===== config.mk =====
export PLATFORM = sky130hd
export DESIGN_NAME = mem_arbiter
export DESIGN_NICKNAME = d
export VERILOG_FILES = /design/src/rtl/mem_arb_pkg.sv /design/src/rtl/mem_arb_pick.sv /design/src/rtl/mem_arbiter.sv
export SDC_FILE = /design/constraint.sdc
export NUM_CORES = 1
export LEC_CHECK = 0
export CAP_MARGIN = 20
export CORE_MARGIN = 1.5
export CORE_UTILIZATION = 38
export DETAILED_ROUTE_END_ITERATION = 16
export GPL_TIMING_DRIVEN = 0
export HOLD_SLACK_MARGIN = 0.12
export PLACE_DENSITY = 0.76
export SYNTH_ARGS = -nofsm -noshare
export SYNTH_HDL_FRONTEND = slang
export SYNTH_SLANG_ARGS = --single-unit

===== constraint.sdc =====
create_clock -name clk -period 1.6 [get_ports clk]
set_input_delay 0.32 -clock clk [delete_from_list [all_inputs] [get_ports clk]]
set_output_delay 0.32 -clock clk [all_outputs]
set_load 0.05 [all_outputs]

===== src/rtl/mem_arb_pkg.sv =====
// mem_arb_pkg: shared types and defaults for the I/D memory arbiter
package mem_arb_pkg;
  typedef enum logic [1:0] {IDLE, BUSY, RESP} state_e;
  localparam logic OWN_I = 1'b0;
  localparam logic OWN_D = 1'b1;
  localparam int ADDR_W_DEF = 32;
  localparam int DATA_W_DEF = 32;
  localparam int D_BURST_DEF = 4;
  localparam int TIMEOUT_DEF = 15;
endpackage


===== src/rtl/mem_arb_pick.sv =====
// mem_arb_pick: D-priority owner selection with a forced I grant after D_BURST D grants
module mem_arb_pick
  import mem_arb_pkg::*;
#(
  parameter int D_BURST = D_BURST_DEF,
  parameter int SW = $clog2(D_BURST + 1)
) (
  input  logic          i_req_i,
  input  logic          d_req_i,
  input  logic [SW-1:0] d_streak_i,
  output logic          own_o
);
  localparam logic [SW-1:0] D_MAX = SW'(D_BURST);
  always_comb own_o = (d_req_i && !(i_req_i && d_streak_i == D_MAX)) ? OWN_D : OWN_I;
endmodule


===== src/rtl/mem_arbiter.sv =====
// mem_arbiter: serialises I-fetch and D load/store onto one memory port with timeout abort
module mem_arbiter
  import mem_arb_pkg::*;
#(
  parameter int ADDR_W = ADDR_W_DEF,
  parameter int DATA_W = DATA_W_DEF,
  parameter int D_BURST = D_BURST_DEF,
  parameter int TIMEOUT = TIMEOUT_DEF
) (
  input  logic              clk,
  input  logic              reset,
  input  logic              i_req,
  input  logic [ADDR_W-1:0] i_addr,
  output logic [DATA_W-1:0] i_rdata,
  output logic              i_ack,
  output logic              i_err,
  input  logic              d_req,
  input  logic              d_we,
  input  logic [ADDR_W-1:0] d_addr,
  input  logic [DATA_W-1:0] d_wdata,
  output logic [DATA_W-1:0] d_rdata,
  output logic              d_ack,
  output logic              d_err,
  output logic              m_req,
  output logic              m_we,
  output logic [ADDR_W-1:0] m_addr,
  output logic [DATA_W-1:0] m_wdata,
  input  logic [DATA_W-1:0] m_rdata,
  input  logic              m_ack
);
  localparam int SW = $clog2(D_BURST + 1);
  localparam int WW = $clog2(TIMEOUT + 1);
  localparam logic [SW-1:0] D_MAX = SW'(D_BURST);
  localparam logic [WW-1:0] W_LAST = WW'(TIMEOUT - 1);
  state_e state_q, state_d;
  logic own_q, own_d, pick_own;
  logic [SW-1:0] streak_q, streak_d;
  logic [WW-1:0] wait_q, wait_d;
  logic m_req_q, m_req_d, m_we_q, m_we_d;
  logic [ADDR_W-1:0] m_addr_q, m_addr_d;
  logic [DATA_W-1:0] m_wdata_q, m_wdata_d, i_rdata_q, i_rdata_d, d_rdata_q, d_rdata_d;
  logic i_ack_q, i_ack_d, i_err_q, i_err_d, d_ack_q, d_ack_d, d_err_q, d_err_d;
  logic done;
  mem_arb_pick #(.D_BURST(D_BURST), .SW(SW)) u_pick (
    .i_req_i(i_req),
    .d_req_i(d_req),
    .d_streak_i(streak_q),
    .own_o(pick_own)
  );
  // m_ack is checked before the timeout so a late ack still completes normally
  always_comb done = m_ack || wait_q == W_LAST;
  always_comb begin
    state_d = state_q;
    own_d = own_q;
    streak_d = streak_q;
    wait_d = wait_q;
    m_req_d = m_req_q;
    m_we_d = m_we_q;
    m_addr_d = m_addr_q;
    m_wdata_d = m_wdata_q;
    i_rdata_d = i_rdata_q;
    d_rdata_d = d_rdata_q;
    i_ack_d = 1'b0;
    i_err_d = 1'b0;
    d_ack_d = 1'b0;
    d_err_d = 1'b0;
    unique case (state_q)
      IDLE: begin
        if (!i_req) streak_d = '0;
        if (i_req || d_req) begin
          state_d = BUSY;
          own_d = pick_own;
          m_req_d = 1'b1;
          m_addr_d = pick_own == OWN_D ? d_addr : i_addr;
          m_we_d = pick_own == OWN_D && d_we;
          m_wdata_d = pick_own == OWN_D ? d_wdata : '0;
          if (pick_own == OWN_I) streak_d = '0;
          else if (i_req && streak_q != D_MAX) streak_d = streak_q + 1'b1;
        end
      end
      BUSY: begin
        wait_d = done ? wait_q : wait_q + 1'b1;
        if (done) begin
          state_d = RESP;
          m_req_d = 1'b0;
          i_ack_d = own_q == OWN_I;
          d_ack_d = own_q == OWN_D;
          i_err_d = own_q == OWN_I && !m_ack;
          d_err_d = own_q == OWN_D && !m_ack;
          i_rdata_d = own_q == OWN_I ? (m_ack ? m_rdata : '0) : i_rdata_q;
          d_rdata_d = own_q == OWN_D ? (m_ack ? m_rdata : '0) : d_rdata_q;
        end
      end
      RESP: begin
        wait_d = '0;
        state_d = IDLE;
      end
      default: state_d = IDLE;
    endcase
  end
  always_ff @(posedge clk) begin
    if (reset) begin
      state_q <= IDLE;
      own_q <= OWN_I;
      streak_q <= '0;
      wait_q <= '0;
      m_req_q <= 1'b0;
      m_we_q <= 1'b0;
      m_addr_q <= '0;
      m_wdata_q <= '0;
      i_rdata_q <= '0;
      d_rdata_q <= '0;
      i_ack_q <= 1'b0;
      i_err_q <= 1'b0;
      d_ack_q <= 1'b0;
      d_err_q <= 1'b0;
    end else begin
      state_q <= state_d;
      own_q <= own_d;
      streak_q <= streak_d;
      wait_q <= wait_d;
      m_req_q <= m_req_d;
      m_we_q <= m_we_d;
      m_addr_q <= m_addr_d;
      m_wdata_q <= m_wdata_d;
      i_rdata_q <= i_rdata_d;
      d_rdata_q <= d_rdata_d;
      i_ack_q <= i_ack_d;
      i_err_q <= i_err_d;
      d_ack_q <= d_ack_d;
      d_err_q <= d_err_d;
    end
  end
  assign m_req = m_req_q;
  assign m_we = m_we_q;
  assign m_addr = m_addr_q;
  assign m_wdata = m_wdata_q;
  assign i_rdata = i_rdata_q;
  assign i_ack = i_ack_q;
  assign i_err = i_err_q;
  assign d_rdata = d_rdata_q;
  assign d_ack = d_ack_q;
  assign d_err = d_err_q;
endmodule


# --- After elaboration in Yosys (flattened, before gate mapping) ---
# Cells that the tools add are included.
classes:
  bitwise: 3
  magnitude_cmp: 0
  mul: 0
  mux: 16
  n_reduce_logical: 20
  n_div: 0
  n_shift: 0
  eq_ne: 8
  add_sub_neg: 2
op_table:
  columns: ["operator", "count"]
  rows:
  - ["$mux 32", 3]
  - ["$mux 3", 4]
  - ["$reduce_and 3->1", 3]
  - ["$pmux 4 s2", 1]
  - ["$logic_and 1x1->1", 6]
  - ["$ne 2x2->1 const B", 3]
  - ["$reduce_and 2->1", 3]
  - ["$add 4x1->4 const B", 1]
  - ["$eq 4x4->1 const B", 1]
  - ["$mux 2", 2]
  - ["$mux 4", 1]
  - ["$pmux 2 s2", 1]
  - ["$reduce_bool 2->1", 2]
  - ["$add 3x1->3 const B", 1]
  - ["$eq 3x3->1 const B", 1]
  - ["$mux 1", 3]
  - ["$ne 3x3->1 const B", 1]
  - ["$not 1->1", 3]
  - ["$reduce_or 3->1", 1]
  - ["$eq 2x1->1 const B", 1]
  - ["$eq 2x2->1 const B", 1]
  - ["$logic_not 1->1", 2]
  - ["$logic_not 2->1", 1]
  - ["$logic_or 1x1->1", 2]
  - ["$pmux 1 s2", 1]
totals:
  latchBits: 0
  register_bits: 144
  mem_bits_rw: 0
  mem_count: 0
  wordCells: 63
  output_inout_bits: 134
  rom_bits: 0
  in_bits: 134

# --- Logic depth before layout (Yosys ltp) ---
logic_depth:
  ltp_word: 7
  mapped_depth: 7
  mapped_depth_nobuf: 6

# --- By module ---
# Synthesis repeated with hierarchy kept, for this count alone.
unflattened:
  cells_unflattened: 678
  area_unflattened_um2: 5876.9
by_module_without_submodules:
  columns: ["module", "seq_area_each_um2", "area_per_inst_um2", "cells_per_inst", "instances"]
  rows:
  - ["mem_arbiter", 2882.8, 5864.4, 676, 1]
  - ["mem_arb_pick", 0.0, 12.5, 2, 1]

# --- Worst setup path before layout ---
# OpenSTA, ideal clock, no wires.
synth_path:
  kind: "reg-to-reg"
  start: "register streak_q[0]"
  end: "register m_addr_q[25], in the netlist m_addr[25]"
  path_stages_with_launch: 8
  path_slack_ns: 0.029
  synth_period_minus_slack_ns: 1.571
  setup_time_ns: 0.091
  t_required_ns: 1.509
  path_buffers: 2
  t_arrival_ns: 1.480
  cell_sequence: "dfxtp_1 inv_1 ha_1 nand3_1 buf_2 buf_1 nand3_1 a311oi_1"
synth_via:
  elab_chain_len: 6
synth_rtl:
  columns: ["item", "line", "source"]
  rows:
  - ["from (decl)", "mem_arbiter.sv:37", "logic [SW-1:0] streak_q, streak_d;"]
  - ["from (signal assigned)", "mem_arbiter.sv:120", "streak_q <= streak_d;"]
  - ["$eq 3x3->1", "mem_arb_pick.sv:14", "always_comb own_o = (d_req_i && !(i_req_i && d_streak_i == D_MAX)) ? OWN_D : OWN_I;"]
  - ["$logic_and 1x1->1", "mem_arb_pick.sv:14", null]
  - ["$logic_not 1->1", "mem_arb_pick.sv:14", null]
  - ["$logic_and 1x1->1", "mem_arb_pick.sv:14", null]
  - ["$mux 1", "mem_arb_pick.sv:14", null]
  - ["$mux 32", "mem_arbiter.sv:74", "m_addr_d = pick_own == OWN_D ? d_addr : i_addr;"]
  - ["to (signal assigned)", "mem_arbiter.sv:124", "m_addr_q <= m_addr_d;"]
  - ["to (decl)", "mem_arbiter.sv:40", "logic [ADDR_W-1:0] m_addr_q, m_addr_d;"]
# No other way between the ends.
# A chain may end at the register's enable or synchronous reset.

# --- Worst setup path in the final report ---
layout_path:
  start: "register wait_q[0]"
  end: "register i_rdata_q[2], in the netlist i_rdata[2]"
layout_via:
  elab_chain_len: 3
layout_rtl:
  columns: ["item", "line", "source"]
  rows:
  - ["from (decl)", "mem_arbiter.sv:38", "logic [WW-1:0] wait_q, wait_d;"]
  - ["from (signal assigned)", "mem_arbiter.sv:121", "wait_q <= wait_d;"]
  - ["$eq 4x4->1", "mem_arbiter.sv:51", "always_comb done = m_ack || wait_q == W_LAST;"]
  - ["$logic_or 1x1->1", "mem_arbiter.sv:51", null]
  - ["$reduce_and 3->1 (no source line)", null, null]
  - ["to (signal assigned)", "mem_arbiter.sv:126", "i_rdata_q <= i_rdata_d;"]
  - ["to (decl)", "mem_arbiter.sv:41", "logic [DATA_W-1:0] m_wdata_q, m_wdata_d, i_rdata_q, i_rdata_d, d_rdata_q, d_rdata_d;"]
# No other way between the ends.

==> flow_summary.yaml <==
sta:
  max_slew_margin_pct: 65.51
  drv_slew: 0
  fmax_mhz: 638.2
  rsz0062_at_grt: "true"
  worst_pin_slew_ps: 519.3
  post-route-period-util_pct: 97.94
  setup-violations-final: 0
  clock_skew_ps: 8.078
  hold_viol: 0
  period_minus_slack_ps: 1567
routing:
  vias: 6240
  drc: 0
  drt_iter0_drc: 307
  post_drt_wl_per_cell_um: 17.35
  dr.pass1.iters: 5
  vias_per_cell: 5.261
  wirelength_mm: 20.58
  antenna_left: 0
hold_path:
  hold_path_class: "input port to flop"
  holdPathStages: 3
yosys:
  yosys-top-cells-count: "dfxtp_1, a21oi_1, nand2b_1"
  synth_cell_types: 35
  synth_ff_type: "dfxtp_1"
  synth.avg_cell_area_um2: 9.305
  ys_ff_latch: 144
  synth.most_common_cell: "dfxtp_1"
  synth-edff-count: 0
  seq_area_frac_synth_pct: 46.38
  synth_top_area_share_pct: 46.38
  synth.yosys.warnings: 0
  syn_inst: 668
  synth_area_mm2: 0.006216
  synthArstFlopShare_pct: 0
  syn_nets: 806
  synthTopCellsByArea: "dfxtp_1, mux2i_1, nand2b_1, a21oi_1, a311oi_1"
  synth_top_cell_by_area: "dfxtp_1"
global_route:
  grt_antenna_before_repair: 0
  grt_pass1_wl_mm: 31.37
  grt_max_degree: 17
  overflow: 0
  track_usage_pct: 23.79
  grt_pass1_vias: 6119
placement:
  dp.cells: 1149
  gp_congestion: 0.8228
  dpl-instance-area_mm2: 0.009139
  port_buffers: 265
  dp_hpwl_mm: 15.15
finish:
  final_area_mm2: 0.009704
  utilization_pct: 60.87
  diodes: 0
  final_cells: 1186
  syn_to_final_growth_pct: 56.12
  drive_gt1_share_pct: 23.71
  nFillCells: 1431
  fin_nets: 1096
cts:
  cts.sinks: 144
  cts_tree: "done"
  clk-insertion-delay-late_ps: 420
  cts_made_buffers: 17
  clock_path_buffers: 2
  cts_hold_buf: 0
  clock-root-buffer: "clkbuf_16"
  htreeDepth: 4
  cts.clk_slew.worst_paths_ps: 60
floorplan:
  placementRows: 46
  ioPinCount: 268
  die_h_um: 130.9
  chipWidth_um: 130.9
  coreArea_mm2: 0.01594
  die_area_mm2: 0.01713
  start_util_pct: 38.99
critical_path:
  cp.required_ps: 1900
  crit_path_end_kind: "flop"
  crit_fanout: 10
  critPathArrivalTime_ps: 1870
  crit_path_start_kind: "flop"
  path_class: "flop to flop"
  reg2reg_depth: 7
pwr:
  vdd.ir_drop.worst_v: 0.0006806
  powerDensity_mw_per_mm2: 1070
  p_leak_nw: 4.045
outcome:
  status: "complete, no violations"
flow_run:
  cap_violations: 0
path summary, 6_finish.rpt:
| kind | slack (ps) | end | from |
|---|---|---|---|
| min reg2reg | 470 | streak_q[0] | streak_q[0] |
| max reg2reg | 30 | i_rdata[2] | wait_q[0] |
| min | 330 | d_rdata[1] | m_ack |
| max | 30 | i_rdata[2] | wait_q[0] |
cell type report:
class | instances | area (µm²) | area share [%]
Multi-Input combinational cell | 446 | 3038 | 31.30
Tap cell | 216 | 270.3 | 2.785
Sequential cell | 144 | 2887 | 29.74
Inverter | 6 | 22.52 | 0.2321
Buffer | 71 | 454.2 | 4.680
Clock inverter | 12 | 205.2 | 2.114
Timing Repair Buffer | 272 | 2375 | 24.47
Clock buffer | 19 | 452.9 | 4.667
report_power, final:
part           total (mW)  leakage, nW  internal (mW)  switching (mW)
clock                4.43        0.316           2.85            1.58
combinational        2.06         2.55          0.790            1.27
sequential           3.88         1.18           3.77           0.108
total                10.4         4.05           7.42            2.96
routing by layer:
layer,GRT usage [%],routed length (µm),vias up,share of wire (%)
li1,-,-,3026,-
met1,27.30,8302,2925,40
met2,40.62,9960,264,48
met3,8.836,1967,25,9.6
met4,8.662,348,0,1.7
met5,0,0,-,0
worst max-delay path, cell delays in order (launching register included):
cell	delay (ps)
dfxtp_2	320
inv_1	110
ha_4	160
a31oi_4	80
or3_4	340
buf_6	150
buf_12	150
mux2i_2	140
sequential cells by signal, indices dropped and copies added, names as in the netlist:
name	count
i_ack	1
m_wdata	32
i_err	1
streak_q	3
wait_q	4
state_q	2
d_err	1
m_addr	32
m_we	1
i_rdata	32
d_ack	1
own_q	1
m_req	1
d_rdata	32
logic make-up after synthesis:
kind of cell	Yosys count	share of synthesized area, %
AOI/OAI and AO/OA	177	16.55
adders and majority gates	4	0.8052
buffers and inverters	78	6.019
DFF	144	46.38
muxes	66	10.67
and+or+nand+nor	199	19.59
cells in the final DEF (no fill, tap or decap), types with 3 or more instances in the layout:
cell,Yosys,routed
nand4_1,36,36
buf_2,11,10
buf_4,3,11
dfxtp_2,0,3
o21ai_0,29,29
clkdlybuf4s15_1,0,8
clkbuf_16,0,17
clkbuf_1,47,21
inv_1,6,6
buf_12,3,6
mux2i_1,64,63
clkdlybuf4s15_2,0,48
nand3b_1,32,32
dfxtp_1,144,141
nand2_1,3,3
clkdlybuf4s50_1,0,131
a311oi_1,32,32
nor3b_1,4,4
clkbuf_2,0,101
nor2_1,6,3
bufinv_16,0,5
nor3_1,3,3
a21oi_1,71,71
o21ai_1,38,38
nand3_1,38,36
nand2b_1,67,67
metrics by stage:
step	hold slack, ps	total power [mW]	setup TNS [ps]	setup slack (ps)
finish	333.0	10.38	0	32.99
global route	355.1	10.76	-629.9	-49.87
CTS	323.3	10.48	0	0.08105
detailed placement	464.1	6.085	-80390	-874.0
global placement	460.6	6.071	-78090	-834.3
floorplan	447.1	5.186	0	28.81
repair_timing:
action,CTS,global route
pin swaps,1,5
gates resized for setup,357,119
hold endpoints to repair,0,0
endpoints found under the setup margin,268,184
gates cloned,0,0
buffers inserted,3,4
(Power assumes the default switching activity.)
